**src/rtl/fp_pkg.sv**
```systemverilog
// Shared definitions for the FMA read-out path: binary32 constants,
// flag bit positions, drain FSM states and a leading-one helper.
package fp_pkg;

  localparam int          FP_BIAS    = 127;
  localparam int          FP_EXP_MAX = 255;
  localparam logic [31:0] FP_QNAN    = 32'hFFC0_0000;
  localparam logic [31:0] FP_PINF    = 32'h7F80_0000;

  localparam int NX = 0;
  localparam int UF = 1;
  localparam int OF = 2;
  localparam int DZ = 3;
  localparam int NV = 4;

  typedef enum logic [1:0] {
    ST_IDLE,
    ST_RUN,
    ST_FLUSH
  } drain_st_e;

  // Index of the most significant set bit; 0 when v is zero.
  function automatic logic [4:0] lead_one(input logic [31:0] v);
    logic [4:0] r;
    r = '0;
    for (int i = 0; i < 32; i++) begin
      if (v[i]) r = i[4:0];
    end
    return r;
  endfunction

endpackage

```
**src/rtl/fp32_pack.sv**
```systemverilog
// Combinational pack of a sign/magnitude/exponent triple into binary32
// with round-to-nearest-even, subnormal handling and overflow to infinity.
module fp32_pack
  import fp_pkg::*;
(
  input  logic               sign_i,
  input  logic [32:0]        mag_i,
  input  logic [4:0]         lead_i,
  input  logic signed [11:0] e_i,
  output logic [31:0]        rslt_o,
  output logic [4:0]         flag_o
);

  localparam logic signed [11:0] E_MAX = FP_EXP_MAX[11:0];
  localparam logic signed [11:0] E_TOP = E_MAX - 12'sd1;

  logic [32:0]        norm;
  logic [64:0]        sub;
  logic signed [11:0] neg_e;
  logic [5:0]         sub_sh;
  logic [22:0]        frac;
  logic [23:0]        sum;
  logic [7:0]         e_fld;
  logic               g, st, up, nx;

  always_comb begin
    // Leading one moved to bit 32; fraction sits in [31:9], guard at 8.
    norm   = mag_i << (6'd32 - {1'b0, lead_i});
    neg_e  = -e_i;
    // Subnormal denormalisation by (1 - E), expressed relative to norm[32:10].
    sub_sh = (neg_e > 12'sd33) ? 6'd33 : neg_e[5:0];
    sub    = {norm, 32'b0} >> sub_sh;

    if (e_i >= 12'sd1) begin
      frac  = norm[31:9];
      g     = norm[8];
      st    = |norm[7:0];
      e_fld = e_i[7:0];
    end else begin
      frac  = sub[64:42];
      g     = sub[41];
      st    = |sub[40:0];
      e_fld = 8'd0;
    end

    up  = g & (st | frac[0]);
    sum = {1'b0, frac} + {23'b0, up};
    nx  = g | st;

    rslt_o = '0;
    flag_o = '0;
    if (mag_i == '0) begin
      rslt_o = '0;
    end else if ((e_i >= E_MAX) || (sum[23] && (e_i == E_TOP))) begin
      rslt_o     = {sign_i, FP_PINF[30:0]};
      flag_o[OF] = 1'b1;
      flag_o[NX] = 1'b1;
    end else begin
      // A carry out of the fraction bumps the exponent field, which also
      // turns the largest subnormal into the minimum normal.
      rslt_o     = {sign_i, e_fld + {7'b0, sum[23]}, sum[22:0]};
      flag_o[NX] = nx;
      flag_o[UF] = nx & (e_i < 12'sd1);
    end
    flag_o[DZ] = 1'b0;
    flag_o[NV] = 1'b0;
  end

endmodule

```
**src/rtl/acc_drain_fp32.sv**
```systemverilog
// Snapshots four block-float accumulator lanes and streams them out as
// binary32 values, lane 0 first, through a stallable two-stage pipeline.
module acc_drain_fp32
  import fp_pkg::*;
#(
  parameter int EXP_BIAS = 127,
  parameter int LANES    = 4
) (
  input  logic               clk,
  input  logic               reset,
  input  logic               start,
  input  logic signed [31:0] acc0,
  input  logic signed [31:0] acc1,
  input  logic signed [31:0] acc2,
  input  logic signed [31:0] acc3,
  input  logic signed [9:0]  exp0,
  input  logic signed [9:0]  exp1,
  input  logic signed [9:0]  exp2,
  input  logic signed [9:0]  exp3,
  output logic               busy,
  output logic               out_valid,
  input  logic               out_ready,
  output logic [1:0]         lane,
  output logic [31:0]        rslt,
  output logic [4:0]         flag,
  output logic               done
);

  localparam logic [1:0]         LAST  = 2'(LANES - 1);
  localparam logic signed [11:0] E_OFS = 12'(FP_BIAS - 30 - EXP_BIAS);

  drain_st_e          state_q, state_d;
  logic [1:0]         iss_q, iss_d;
  logic signed [31:0] acc_q [4];
  logic signed [9:0]  exp_q [4];
  logic               stall, accept, issue, snap;

  logic signed [31:0] acc_s;
  logic signed [9:0]  exp_s;
  logic [32:0]        mag_s;
  logic [4:0]         lead_s;
  logic signed [11:0] e_s;

  logic               vld_p1_q;
  logic               sign_p1_q;
  logic [32:0]        mag_p1_q;
  logic [4:0]         lead_p1_q;
  logic signed [11:0] e_p1_q;
  logic [1:0]         lane_p1_q;

  logic               vld_p2_q;
  logic [31:0]        rslt_p2_q;
  logic [4:0]         flag_p2_q;
  logic [1:0]         lane_p2_q;

  logic [31:0]        pack_rslt;
  logic [4:0]         pack_flag;

  assign stall  = vld_p2_q & ~out_ready;
  assign accept = vld_p2_q & out_ready;
  assign issue  = (state_q == ST_RUN) & ~stall;
  assign snap   = (state_q == ST_IDLE) & start;

  always_comb begin
    state_d = state_q;
    iss_d   = iss_q;
    done    = 1'b0;
    case (state_q)
      ST_IDLE: begin
        if (start) begin
          state_d = ST_RUN;
          iss_d   = '0;
        end
      end
      ST_RUN: begin
        if (!stall) begin
          iss_d = iss_q + 2'd1;
          if (iss_q == LAST) state_d = ST_FLUSH;
        end
      end
      ST_FLUSH: begin
        if (accept && (lane_p2_q == LAST)) begin
          done    = 1'b1;
          state_d = ST_IDLE;
        end
      end
      default: state_d = ST_IDLE;
    endcase
  end

  always_ff @(posedge clk or posedge reset) begin
    if (reset) begin
      state_q <= ST_IDLE;
      iss_q   <= '0;
    end else begin
      state_q <= state_d;
      iss_q   <= iss_d;
    end
  end

  always_ff @(posedge clk) begin
    if (snap) begin
      acc_q[0] <= acc0;
      acc_q[1] <= acc1;
      acc_q[2] <= acc2;
      acc_q[3] <= acc3;
      exp_q[0] <= exp0;
      exp_q[1] <= exp1;
      exp_q[2] <= exp2;
      exp_q[3] <= exp3;
    end
  end

  // Stage 0 -> 1: 33-bit magnitude so that -2^31 normalises like any other value.
  always_comb begin
    acc_s  = acc_q[iss_q];
    exp_s  = exp_q[iss_q];
    mag_s  = acc_s[31] ? (33'd0 - {1'b1, acc_s}) : {1'b0, acc_s};
    lead_s = lead_one(mag_s[31:0]);
    e_s    = $signed({{2{exp_s[9]}}, exp_s}) + E_OFS + $signed({7'b0, lead_s});
  end

  always_ff @(posedge clk) begin
    if (issue) begin
      sign_p1_q <= acc_s[31];
      mag_p1_q  <= mag_s;
      lead_p1_q <= lead_s;
      e_p1_q    <= e_s;
      lane_p1_q <= iss_q;
    end
  end

  // Stage 1 -> 2: pack and register the result.
  fp32_pack u_pack (
    .sign_i (sign_p1_q),
    .mag_i  (mag_p1_q),
    .lead_i (lead_p1_q),
    .e_i    (e_p1_q),
    .rslt_o (pack_rslt),
    .flag_o (pack_flag)
  );

  always_ff @(posedge clk or posedge reset) begin
    if (reset) begin
      vld_p1_q  <= 1'b0;
      vld_p2_q  <= 1'b0;
      rslt_p2_q <= '0;
      flag_p2_q <= '0;
      lane_p2_q <= '0;
    end else if (!stall) begin
      vld_p1_q <= issue;
      vld_p2_q <= vld_p1_q;
      if (vld_p1_q) begin
        rslt_p2_q <= pack_rslt;
        flag_p2_q <= pack_flag;
        lane_p2_q <= lane_p1_q;
      end
    end
  end

  assign busy      = (state_q != ST_IDLE);
  assign out_valid = vld_p2_q;
  assign lane      = lane_p2_q;
  assign rslt      = rslt_p2_q;
  assign flag      = flag_p2_q;

endmodule

```
**config.mk**
```make
export PLATFORM = sky130hd
export DESIGN_NAME = acc_drain_fp32
export DESIGN_NICKNAME = d
export VERILOG_FILES = /design/src/rtl/fp_pkg.sv /design/src/rtl/fp32_pack.sv /design/src/rtl/acc_drain_fp32.sv
export SDC_FILE = /design/constraint.sdc
export NUM_CORES = 1
export LEC_CHECK = 0
export ABC_CLOCK_PERIOD_IN_PS = 10900
export BUFFER_PORTS_ARGS = -buffer_cell sky130_fd_sc_hd__buf_2
export CAP_MARGIN = 20
export CORE_UTILIZATION = 25
export CTS_CLUSTER_SIZE = 20
export DETAILED_ROUTE_END_ITERATION = 7
export PLACE_DENSITY_LB_ADDON = 0.12
export SLEW_MARGIN = 20
export SYNTH_ARGS = -nofsm -noshare
export SYNTH_HDL_FRONTEND = slang
export SYNTH_SLANG_ARGS = --single-unit
export TNS_END_PERCENT = 1
```
**constraint.sdc**
```tcl
create_clock -name clk -period 10.9 [get_ports clk]
set_input_delay 2.18 -clock clk [delete_from_list [all_inputs] [get_ports clk]]
set_output_delay 2.18 -clock clk [all_outputs]
set_load 0.005 [all_outputs]
```
== Yosys cells after proc, flatten, opt, wreduce, memory -nomap -nowiden ==
Memories as Yosys holds them, arrays and structs flattened.
Cells that the tools add are included.

* Flip-flop bits (word level): 96
* Memory bits (writable): 168
* Input bits: 172
* Output and inout port bits: 42
* Logic and storage cells: 115
* Memories: 2

{| class="wikitable"
|+ Memory list
! name !! words !! width !! read ports !! clocked after Yosys merged registers in !! wr ports !! RTL line !! text
|-
| acc_q || 4 || 32 || 1 || 0 || 4 || acc_drain_fp32.sv:34 || <nowiki>logic signed [31:0] acc_q [4];</nowiki>
|-
| exp_q || 4 || 10 || 1 || 0 || 4 || acc_drain_fp32.sv:35 || <nowiki>logic signed [9:0] exp_q [4];</nowiki>
|}

* Add/sub/neg operators: 8
* Magnitude comparators: 4
* Equality and inequality tests: 9
* Shifts and indexed selects: 2
* Multiplexer cells: 55
* Bitwise logic cells: 10
* Reduce and logical (&&, ||, !) cells: 12

{| class="wikitable"
|+ Operator list
! kind !! number
|-
| 5-bit 2-to-1 mux || 30
|-
| 65-bit by 6-bit >> shifter with 65-bit output || 1
|-
| 32-bit 2-to-1 mux || 2
|-
| 41-bit OR reduction || 1
|-
| 33-bit logical NOT || 1
|-
| 33-bit by 6-bit << shifter with 33-bit output || 1
|-
| 1-bit by 33-bit subtractor with 33-bit output, first input constant || 1
|-
| 31-bit 2-to-1 mux || 1
|-
| 23-bit by 1-bit adder with 24-bit output || 1
|-
| 23-bit 2-to-1 mux || 1
|-
| 11-bit by 6-bit adder with 12-bit output || 1
|-
| 12-bit by 9-bit equality test with 1-bit output, second input constant || 1
|-
| 12-bit by 2-bit >= comparator with 1-bit output, second input constant || 1
|-
| 12-bit by 9-bit >= comparator with 1-bit output, second input constant || 1
|-
| 12-bit by 7-bit greater-than comparator with 1-bit output, second input constant || 1
|-
| 12-bit by 2-bit less-than comparator with 1-bit output, second input constant || 1
|-
| 2-bit 2-to-1 mux || 6
|-
| 12-bit negation || 1
|-
| 10-bit by 6-bit adder with 11-bit output, second input constant || 1
|-
| 1-bit 2-to-1 mux || 10
|-
| 8-bit by 1-bit adder with 8-bit output || 1
|-
| 8-bit 2-to-1 mux || 1
|-
| 8-bit OR reduction || 1
|-
| 1-bit bitwise AND || 6
|-
| other kinds (19) || 27
|}

== Depth between registers and ports, before layout ==
Gate-level depths: netlist of run 1.
An unclocked memory read counts as a cell.

* Word-level depth: 35
* Gate-level depth with buffers: 35

== Cells and area by module ==
From an unflattened synthesis of run 1, not the netlist that was laid out.

* Cell total of the unflattened synthesis: 1552
* Area total of the unflattened synthesis: 17643.2 um2

{| class="wikitable"
|+ Modules (own cells, without submodules)
! module !! times used !! cells an instance !! area an instance (um2)
|-
| acc_drain_fp32 || 1 || 652 || 11198.2
|-
| fp32_pack || 1 || 900 || 6444.9
|}

== Worst setup path before layout of run 1 ==
OpenSTA, ideal clock, no wires.

* Path kind: input to register
* From: input start
* To: memory acc_q[0][0], enable pin
* Library setup time: 0.698 ns
* Data arrival time: 9.137 ns
* Path slack: 1.065 ns
* Cell stages on the path: 2
* Cells stage by stage: inv_1 nor2_1

{| class="wikitable"
|+ RTL lines
! element !! RTL line !! text
|-
| start, declared || acc_drain_fp32.sv:11 || <nowiki>input logic start,</nowiki>
|-
| end, declared || acc_drain_fp32.sv:34 ||
|}

== Final worst setup path of run 1 ==
* From: register e_p1_q[0]
* To: register rslt_p2_q[27] (netlist: rslt[27])

* Cells in the longest elaborated chain, start to end: 13
* Elaborated cells on any way between the ends: 20

{| class="wikitable"
|+ RTL lines
! element !! RTL line !! text
|-
| start, declared || acc_drain_fp32.sv:48 || <nowiki>logic signed [11:0] e_p1_q;</nowiki>
|-
| start signal, assigned || acc_drain_fp32.sv:128 || <nowiki>e_p1_q <= e_s;</nowiki>
|-
| parallel branches: the longest is 11 deep, another holds 23-bit by 1-bit adder with 24-bit output || -- ||
|-
| 31-bit 2-to-1 mux * || fp32_pack.sv:54 || <nowiki>end else if ((e_i >= E_MAX) || (sum[23] && (e_i == E_TOP))) begin</nowiki>
|-
| 32-bit 2-to-1 mux * || fp32_pack.sv:52 || <nowiki>if (mag_i == '0) begin</nowiki>
|-
| end signal, assigned || acc_drain_fp32.sv:154 || <nowiki>rslt_p2_q <= pack_rslt;</nowiki>
|-
| end, declared || acc_drain_fp32.sv:52 || <nowiki>logic [31:0] rslt_p2_q;</nowiki>
|}

Every way passes the cells marked *.
A chain may end at the register's enable or synchronous reset.

==> flow_summary.ini, run 1 <==
[finish]
fillCellCount = 7016
final_common_cell = edfxtp_1
fin_util_pct = 30.1
synthToLayoutAreaGrowth_pct = 18.2
drive_above_1_share_pct = 25.8
final_nets = 1974
most-common-layout-cells = edfxtp_1, buf_2, nand2_1

[drt]
post_drt_wl_per_cell_um = 22.8
vias = 14100
ant_nets = 0
wl_met3_um = 3830
viasPerCell = 5.27
wl_um = 61100
wirelength_met1_um = 26100
drt_iter0_drc = 1042
met2_length_um = 29300
first_pass_iters = 5
drc = 0
top_layer_used = met5

[global_routing]
grt_pass1_vias = 14800
grt_max_degree = 86
antenna_found_initial = 14
grt_overflow_total = 0
globalRouteTotalUtil_pct = 17.3
grt_first_pass_wirelength_um = 93800

[placed_design]
placement.io_buffers = 211
globalplace.congestion = 0.919
hpwl_um = 47000

[floorplan]
core_um2 = 67800
num_io_pins = 214
die_area_um2 = 70100
row_count = 95
start_util_pct = 25.5
die_y_um = 265
die_w_um = 265

[clocking]
post_cts_buffers = 0
clockRootBuffer = clkbuf_16
numCtsBuffers = 31
worstSkewPairLatency_ns = 0.58
ctsHoldBuffers = 0
clk_pin_slew_worst_paths_ns = 0.06
cts_sinks = 264
htreeDepth = 1
cts_buffer_depth = 3
cts_tree = done
cts_resized = 0

[sta]
fin_crit_sh_pct = 79.9
fin_skew_ns = 0.0282
hold_viol = 0
max_clock_freq_mhz = 115
period_minus_slack_ns = 8.71
tns_ns = 0
max_slew_margin_pct = 29.3
timing.hold.ws_ns = 0.471
worst_slew_pin_slew_ns = 1.06
finalMaxSlewViolations = 0
rsz0062_at_grt = false
setup_violations = 0

[worst_setup_path]
cp-end-kind = flop
cp_top_family = compound AO/OA/AOI/OAI gates
start_kind = flop
reg2reg_depth = 28
path_common_cell = ha_1
critical_path_class = flop to flop
crit_path_max_fanout = 25
rr_endpoint = rslt[27]
critPathBufInv = 2
critPathArrivalTime_ns = 9.15
cpPeakStageDelay_ns = 0.84
required_ns = 11.35
crit_path_top_delay_cell = a41o_1
r2r_setup_slack_ns = 2.19
r2r-start = e_p1_q[0]

[logic_synthesis]
synth_top_area_cell = edfxtp_1
synth.top_cells.by_area = edfxtp_1, mux4_2, dfrtp_1, nand2_1, mux2_2
synth_warnings = 0
synth.avg_cell_area_um2 = 11.0
ys_ff_latch = 264
synth_top_cell_area_share_pct = 38.5
yosysUniqueCellTypes = 100
synthesis.area_um2 = 17300
ys_seq_area_share_pct = 44.7
synth-edff-count = 221
synthCells = 1575
synth_top_flop_cell = edfxtp_1
synthArstFlopShare_pct = 16.3

[hold_path]
hold_path_end = lane[0]
hp-class = flop to flop
min_from = lane_p1_q[0]
whs_path_depth = 1

[status]
status = complete, no violations

[job]
drv_cap = 0
-- worst reg2reg max path: cells and delay by family (launching register included) --
family / cells / cell delay (ns)
AOI/OAI and AO/OA: 12 / 4.21
xor gates and xnor gates: 1 / 0.20
adders and majority gates: 4 / 1.09
buffers and inverters: 2 / 0.72
DFF: 1 / 0.36
and+or+nand+nor: 9 / 1.99
-- cell type report --
class / instances / area [µm²] / area share (%)
multi-input cells: 1161 / 8920 / 43.7
clock buffers: 39 / 806 / 3.95
diodes: 3 / 7.51 / 0.0368
repair buffers: 257 / 1410 / 6.89
flip-flops and latches: 264 / 7710 / 37.8
well taps: 873 / 1090 / 5.35
clock inverters: 19 / 228 / 1.12
inverters: 60 / 225 / 1.10
-- routing by layer --
metal	GRT usage [%]	up-vias
li1	-	6541
met1	22.2	6967
met2	29.5	467
met3	3.44	116
met4	4.89	22
met5	0	-
-- flip-flops by register name (all words and copies together), names as in the netlist, 2 cells and up --
name	flops
mag_p1_q	33
lane	2
iss_q	2
lead_p1_q	5
rslt	32
e_p1_q	12
flag	3
lane_p1_q	2
state_q	2
acc_q	128
exp_q	40
-- cells in the mapped netlist (40+ instances only) --
cell type and count:
o21ai_0 70, edfxtp_1 221, a21oi_1 83, clkbuf_1 51, xnor2_1 40, inv_1 58
dfrtp_1 43, nor2_1 112, mux2_2 40, nor3_1 49, mux4_2 70, nand2_1 140
-- worst max path at each step --
stage              start     endpoint  slack [ns]  cells past startpoint
2_1_floorplan      start  acc_q[0][0]        1.06                      2
5_1_grt        e_p1_q[0]     rslt[27]        1.68                     28
6_report       e_p1_q[0]     rslt[27]        2.19                     28
4_1_cts        e_p1_q[0]     rslt[27]        2.34                     28
3_3_place_gp   e_p1_q[0]     rslt[27]        2.51                     28
3_5_place_dp   e_p1_q[0]     rslt[27]        2.40                     28
-- through the flow --
step	instance area [µm²]	worst slack, ns	cells
global route	20400	1.68	2675
CTS	20400	2.34	2673
finish	20400	2.19	2676
floorplan	17300	1.06	1577
detailed placement	19400	2.40	2615
global placement	19300	2.51	2615
-- cell families (layout without fill, tap and decap cells) --
group	Yosys count	count (layout)	share of synthesized area (%)
fa+ha+maj	27	27	2.00
mux	148	148	13.9
xor+xnor	69	69	3.59
compound gates	426	426	17.5
simple gates	488	488	14.4
flops	264	264	44.7
buf+inv	152	375	3.84
other cells	1	6	0.0217
Power of run 1 is left out: the tool's default activity adds up to more than one toggle a clock period on the data nets, which glitch-free logic cannot reach.
==> inputs of run 2 (changes only) <==
--- a/config.mk
+++ b/config.mk
@@ -5,7 +5,7 @@
 export SDC_FILE = /design/constraint.sdc
 export NUM_CORES = 1
 export LEC_CHECK = 0
-export ABC_CLOCK_PERIOD_IN_PS = 10900
+export ABC_CLOCK_PERIOD_IN_PS = 7800
 export BUFFER_PORTS_ARGS = -buffer_cell sky130_fd_sc_hd__buf_2
 export CAP_MARGIN = 20
 export CORE_UTILIZATION = 25
==> constraint.sdc (replaced) <==
create_clock -name clk -period 7.8 [get_ports clk]
set_input_delay 1.56 -clock clk [delete_from_list [all_inputs] [get_ports clk]]
set_output_delay 1.56 -clock clk [all_outputs]
set_load 0.005 [all_outputs]
==> run 2 against run 1 <==
Effect of this change:
- maximum frequency is 19% higher
- cell area increased by 2.0%
- flip-flop and latch count is the same
- cell count rose by 1.9%
- non-clock buffer count up 56
- via count increased by 2.1%
- core utilization grew 0.61 points
- sequential share of layout area is 0.75 points lower
- wire length is 1.7% higher
- setup slack lost 1.7 ns
- die area stayed put
==> flow_summary.ini, run 2 (synthesized netlist as in run 1, its figures left out) <==
[status]
status = complete, no violations

[sta]
worst_slew_pin_slew_ns = 1.08
fin_skew_ns = 0.0305
setup_violations = 0
finalMaxSlewViolations = 0
max_slew_margin_pct = 28.2
rsz0062_at_grt = false
timing.hold.ws_ns = 0.468
period_minus_slack_ns = 7.34
tns_ns = 0
hold_viol = 0
max_clock_freq_mhz = 136
fin_crit_sh_pct = 94.0

[hold_path]
hp-class = flop to flop

[worst_setup_path]
crit_path_max_fanout = 23
required_ns = 8.25
critPathBufInv = 3
cp-end-kind = flop
critical_path_class = flop to flop
critPathArrivalTime_ns = 7.78
cp_top_family = compound AO/OA/AOI/OAI gates
start_kind = flop
crit_path_top_delay_cell = nor4_1
cpPeakStageDelay_ns = 0.79

[floorplan]
die_w_um = 265
die_area_um2 = 70100
num_io_pins = 214
start_util_pct = 25.5
core_um2 = 67800
die_y_um = 265
row_count = 95

[clocking]
worstSkewPairLatency_ns = 0.58
clk_pin_slew_worst_paths_ns = 0.06
htreeDepth = 1
clockRootBuffer = clkbuf_16
cts_buffer_depth = 3
numCtsBuffers = 31
ctsHoldBuffers = 0
cts_sinks = 264
post_cts_buffers = 0
cts_tree = done

[placed_design]
placement.io_buffers = 211
hpwl_um = 48700
globalplace.congestion = 0.958
placed_area_um2 = 19800

[finish]
final_common_cell = edfxtp_1
reg_top3 = acc_q x128, exp_q x40, mag_p1_q x33
design_area_um2 = 20800
fin_util_pct = 30.7
largest_reg_flops = 128
most-common-layout-cells = edfxtp_1, buf_2, nand2_1
synthToLayoutAreaGrowth_pct = 20.6
top_register = acc_q
drive_above_1_share_pct = 28.0
final_nets = 2030

[drt]
ant_nets = 0
first_pass_iters = 5
drt_iter0_drc = 1281
drc = 0
post_drt_wl_per_cell_um = 22.8
viasPerCell = 5.28
vias = 14400
wl_um = 62100

[global_routing]
grt_first_pass_wirelength_um = 94900
grt_overflow_total = 0
antenna_found_initial = 7
grt_pass1_vias = 14800
grt_max_degree = 169
globalRouteTotalUtil_pct = 17.6

[job]
drv_cap = 0
==> run 2: cell count changes in the layout (fill, tap and decap cells not counted), moves of 2 or more <==
| cell | previous run | this run |
|---|---|---|
| clkinv_4 | 0 | 2 |
| diode_2 | 3 | 5 |
| a41oi_2 | 3 | 1 |
| a41oi_1 | 1 | 3 |
| buf_12 | 0 | 4 |
| clkbuf_1 | 8 | 3 |
| clkinvlp_4 | 2 | 0 |
| buf_4 | 45 | 98 |
==> run 2: metrics by stage <==
stage	worst slack, ns	instances
floorplan	1.04	1577
global placement	0.480	2671
detailed placement	0.494	2671
CTS	0.469	2723
global route	0.00606	2725
finish	0.465	2728
==> run 2: per-layer routing <==
| metal | wire, µm | GRT usage, % | vias to the layer above |
|---|---|---|---|
| li1 | - | - | 6664 |
| met1 | 27200 | 23.2 | 7122 |
| met2 | 29400 | 29.5 | 500 |
| met3 | 3730 | 2.87 | 111 |
| met4 | 1700 | 5.03 | 6 |
| met5 | 41 | 0 | - |
==> run 2: worst paths after layout <==
kind / startpoint / end / slack (ns) / cells past startpoint
worst max-delay path: lead_p1_q[0] / rslt[27] / 0.46 / 28
worst min-delay path: rslt[20] / rslt[20] / 0.47 / 2
worst max register to register: lead_p1_q[0] / rslt[27] / 0.46 / 28
worst min register to register: rslt[20] / rslt[20] / 0.47 / 2
max in group asynchronous: reset / rslt[3] / 6.27 / 3
min in group asynchronous: reset / out_valid / 1.10 / 3
==> run 2: what timing repair did <==
item / in CTS / in global routing
resized for setup: 0 / 3
setup endpoints to repair: 0 / 11
endpoints found under the hold margin: 0 / 0
==> run 2: worst reg2reg max path, delay by kind of cell, from the launching register on <==
kind / cells / cell delay [ns]
muxes: 1 / 0.54
adders and majority gates: 4 / 0.86
xor gates and xnor gates: 2 / 0.51
AOI/OAI and AO/OA: 10 / 2.66
buffers and inverters: 3 / 0.56
DFF: 1 / 0.38
and+or+nand+nor: 8 / 1.70
==> run 2: final cells by class <==
type | count | area [µm²]
Antenna cell | 5 | 12.5
Clock buffer | 34 | 787
Clock inverter | 18 | 200
Fill cell | 7002 | 46900
Inverter | 60 | 225
Multi-Input combinational cell | 1161 | 8910
Sequential cell | 264 | 7710
Tap cell | 873 | 1090
Timing Repair Buffer | 313 | 1870
Power of run 2 is left out for the same reason.
==> inputs of run 3 (changes only) <==
--- a/config.mk
+++ b/config.mk
@@ -5,6 +5,7 @@
 export SDC_FILE = /design/constraint.sdc
 export NUM_CORES = 1
 export LEC_CHECK = 0
+export ABC_AREA = 1
 export ABC_CLOCK_PERIOD_IN_PS = 7800
 export BUFFER_PORTS_ARGS = -buffer_cell sky130_fd_sc_hd__buf_2
 export CAP_MARGIN = 20
==> run 3 against run 2 <==
Effect of this change:
- maximum frequency up 9.3%
- register-to-register slack better by 0.62 ns
- highest routed layer unchanged
- cell count up 14%
==> flow_summary.ini, run 3 <==
[logic_synthesis]
synth_compound_area_share_pct = 10.1
synthCells = 2077
synthArstFlopShare_pct = 16.3
synthAdderAreaFrac_pct = 2.09
synth_top_area_cell = edfxtp_1
ys_ff_latch = 264
synth.avg_cell_area_um2 = 7.95
synth_warnings = 0
synth_top_cell_area_share_pct = 40.2
synthTopCellsByCount = nand2_1, nand3_1, edfxtp_1, inv_1, nor2_1
synth-edff-count = 221
synth_most_common_cell = nand2_1
synth_top_flop_cell = edfxtp_1
synth.top_cells.by_area = edfxtp_1, nand2_1, nand3_1, dfrtp_1, inv_1
synthSimpleGateAreaFrac_pct = 30.4
synthesis.area_um2 = 16500
ys_seq_area_share_pct = 46.7
synth_top_family_by_area = simple AND/OR/NAND/NOR gates
synthMuxAreaShare_pct = 0.546
synth_xor_area_share_pct = 3.06
yosysUniqueCellTypes = 60

[clocking]
clockRootBuffer = clkbuf_16
clk_pin_slew_worst_paths_ns = 0.06
cts_resized = 0
cts_sinks = 264
worstSkewPairLatency_ns = 0.58
numCtsBuffers = 31
ctsHoldBuffers = 0
post_cts_buffers = 0
htreeDepth = 1
cts_buffer_depth = 3
cts_tree = done

[sta]
max_slew_margin_pct = 36.6
fin_crit_sh_pct = 86.1
fin_skew_ns = 0.0212
period_minus_slack_ns = 6.71
tns_ns = 0
worst_slew_pin_slew_ns = 0.950
setup_violations = 0
rsz0062_at_grt = false
timing.hold.ws_ns = 0.447
hold_viol = 0
finalMaxSlewViolations = 0
max_clock_freq_mhz = 149

[worst_setup_path]
crit_path_top_delay_cell = o21ai_0
crit_start = lead_p1_q[0]
r2r_setup_slack_ns = 1.09
path_common_cell = nand2_1
cp-end-kind = flop
start_kind = flop
critical_path_class = flop to flop
cpPeakStageDelay_ns = 0.68
r2r-start = lead_p1_q[0]
required_ns = 8.25
critPathArrivalTime_ns = 7.16
crit_path_max_fanout = 31
reg2reg_depth = 40
rr_endpoint = rslt[30]

[status]
status = complete, no violations

[floorplan]
die_area_um2 = 67000
start_util_pct = 25.5
die_w_um = 259
core_um2 = 64800
row_count = 93
num_io_pins = 214
die_y_um = 259

[hold_path]
min_from = lane_p1_q[0]
hold_path_end = lane[0]
hp-class = flop to flop
whs_path_depth = 2

[finish]
largest_reg_flops = 128
reg_top3 = acc_q x128, exp_q x40, mag_p1_q x33
final_nets = 2444
top_register = acc_q
final_common_cell = nand2_1
fillCellCount = 7022
drive_above_1_share_pct = 15.5
antenna_cells = 0
most-common-layout-cells = nand2_1, nand3_1, edfxtp_1
synthToLayoutAreaGrowth_pct = 16.3

[global_routing]
grt_pass1_vias = 14300
grt_max_degree = 100
grt_first_pass_wirelength_um = 80600
grt_overflow_total = 0
antenna_found_initial = 1
busiest_layer = met2
grt_use_met2_pct = 26.0
grtUsageMet3_pct = 1.93
grt_use_met1_pct = 20.3
globalRouteTotalUtil_pct = 15.2

[drt]
ant_nets = 0
post_drt_wl_per_cell_um = 16.5
first_pass_iters = 5
drt_iter0_drc = 823
viasPerCell = 4.58
drc = 0
wl_um = 51400
vias = 14300

[placed_design]
placement.io_buffers = 211
hpwl_um = 39200
globalplace.congestion = 0.902

[job]
drv_cap = 0
==> run 3: cell count changes after synthesis, moves of 19 or more <==
cell	previous run	this run
inv_1	58	158
nor2_1	112	136
and2_1	21	2
clkbuf_1	51	31
mux4_2	70	0
nand3_1	37	235
nor3_1	49	8
nand2_1	140	728
o21ai_1	4	42
mux2i_1	38	9
a22oi_1	20	1
a21oi_1	83	44
o21ai_0	70	95
mux2_2	40	0
==> run 3: how the worst max path moves through the flow <==
stage	to	slack, ns	cells past startpoint
6_report	rslt[30]	1.09	40
5_1_grt	rslt[29]	0.45	40
4_1_cts	rslt[30]	1.11	40
3_5_place_dp	rslt[30]	1.14	40
3_3_place_gp	rslt[29]	1.04	42
2_1_floorplan	iss_q[1]	2.20	4
==> run 3: logic make-up after synthesis <==
family / after synthesis
other: 1
DFF: 264
AOI/OAI and AO/OA: 271
adders and majority gates: 27
and+or+nand+nor: 1181
muxes: 9
xor gates and xnor gates: 56
buffers and inverters: 268
==> run 3: area by class of cell <==
cell class,count,area (µm²),area share [%]
Timing Repair Buffer,227,1180,6.13
Sequential cell,264,7720,40.2
Clock inverter,14,83.8,0.437
Inverter,174,658,3.43
Clock buffer,42,827,4.31
Tap cell,855,1070,5.57
Multi-Input combinational cell,1547,7660,39.9
==> run 3: metrics by stage <==
| step | util [%] | setup WS [ns] | cells | instance area, µm² |
|---|---|---|---|---|
| 5_1_grt | 29.6 | 0.447 | 3123 | 19200 |
| 4_1_cts | 29.6 | 1.11 | 3123 | 19200 |
| 6_report | 29.6 | 1.09 | 3123 | 19200 |
| 3_3_place_gp | 28.2 | 1.04 | 3067 | 18300 |
| 3_5_place_dp | 28.2 | 1.14 | 3067 | 18300 |
| 2_1_floorplan | - | 2.20 | 2079 | 16500 |
==> run 3: worst max-delay path, delay by kind of cell (launching register included) <==
kind	cells	cell delay, ns
AO/OA/AOI/OAI	4	1.05
XOR/XNOR	1	0.13
buffers and inverters	5	1.07
adder cells (fa/ha/maj)	3	0.71
AND/OR/NAND/NOR	27	3.18
flip-flops	1	0.38
==> run 3: metal layers <==
metal	wire [µm]	part of all wire, %
met5	15	0.029
met2	24500	48
met3	2040	4.0
met1	24000	47
met4	849	1.7
Power of run 3 is left out for the same reason.
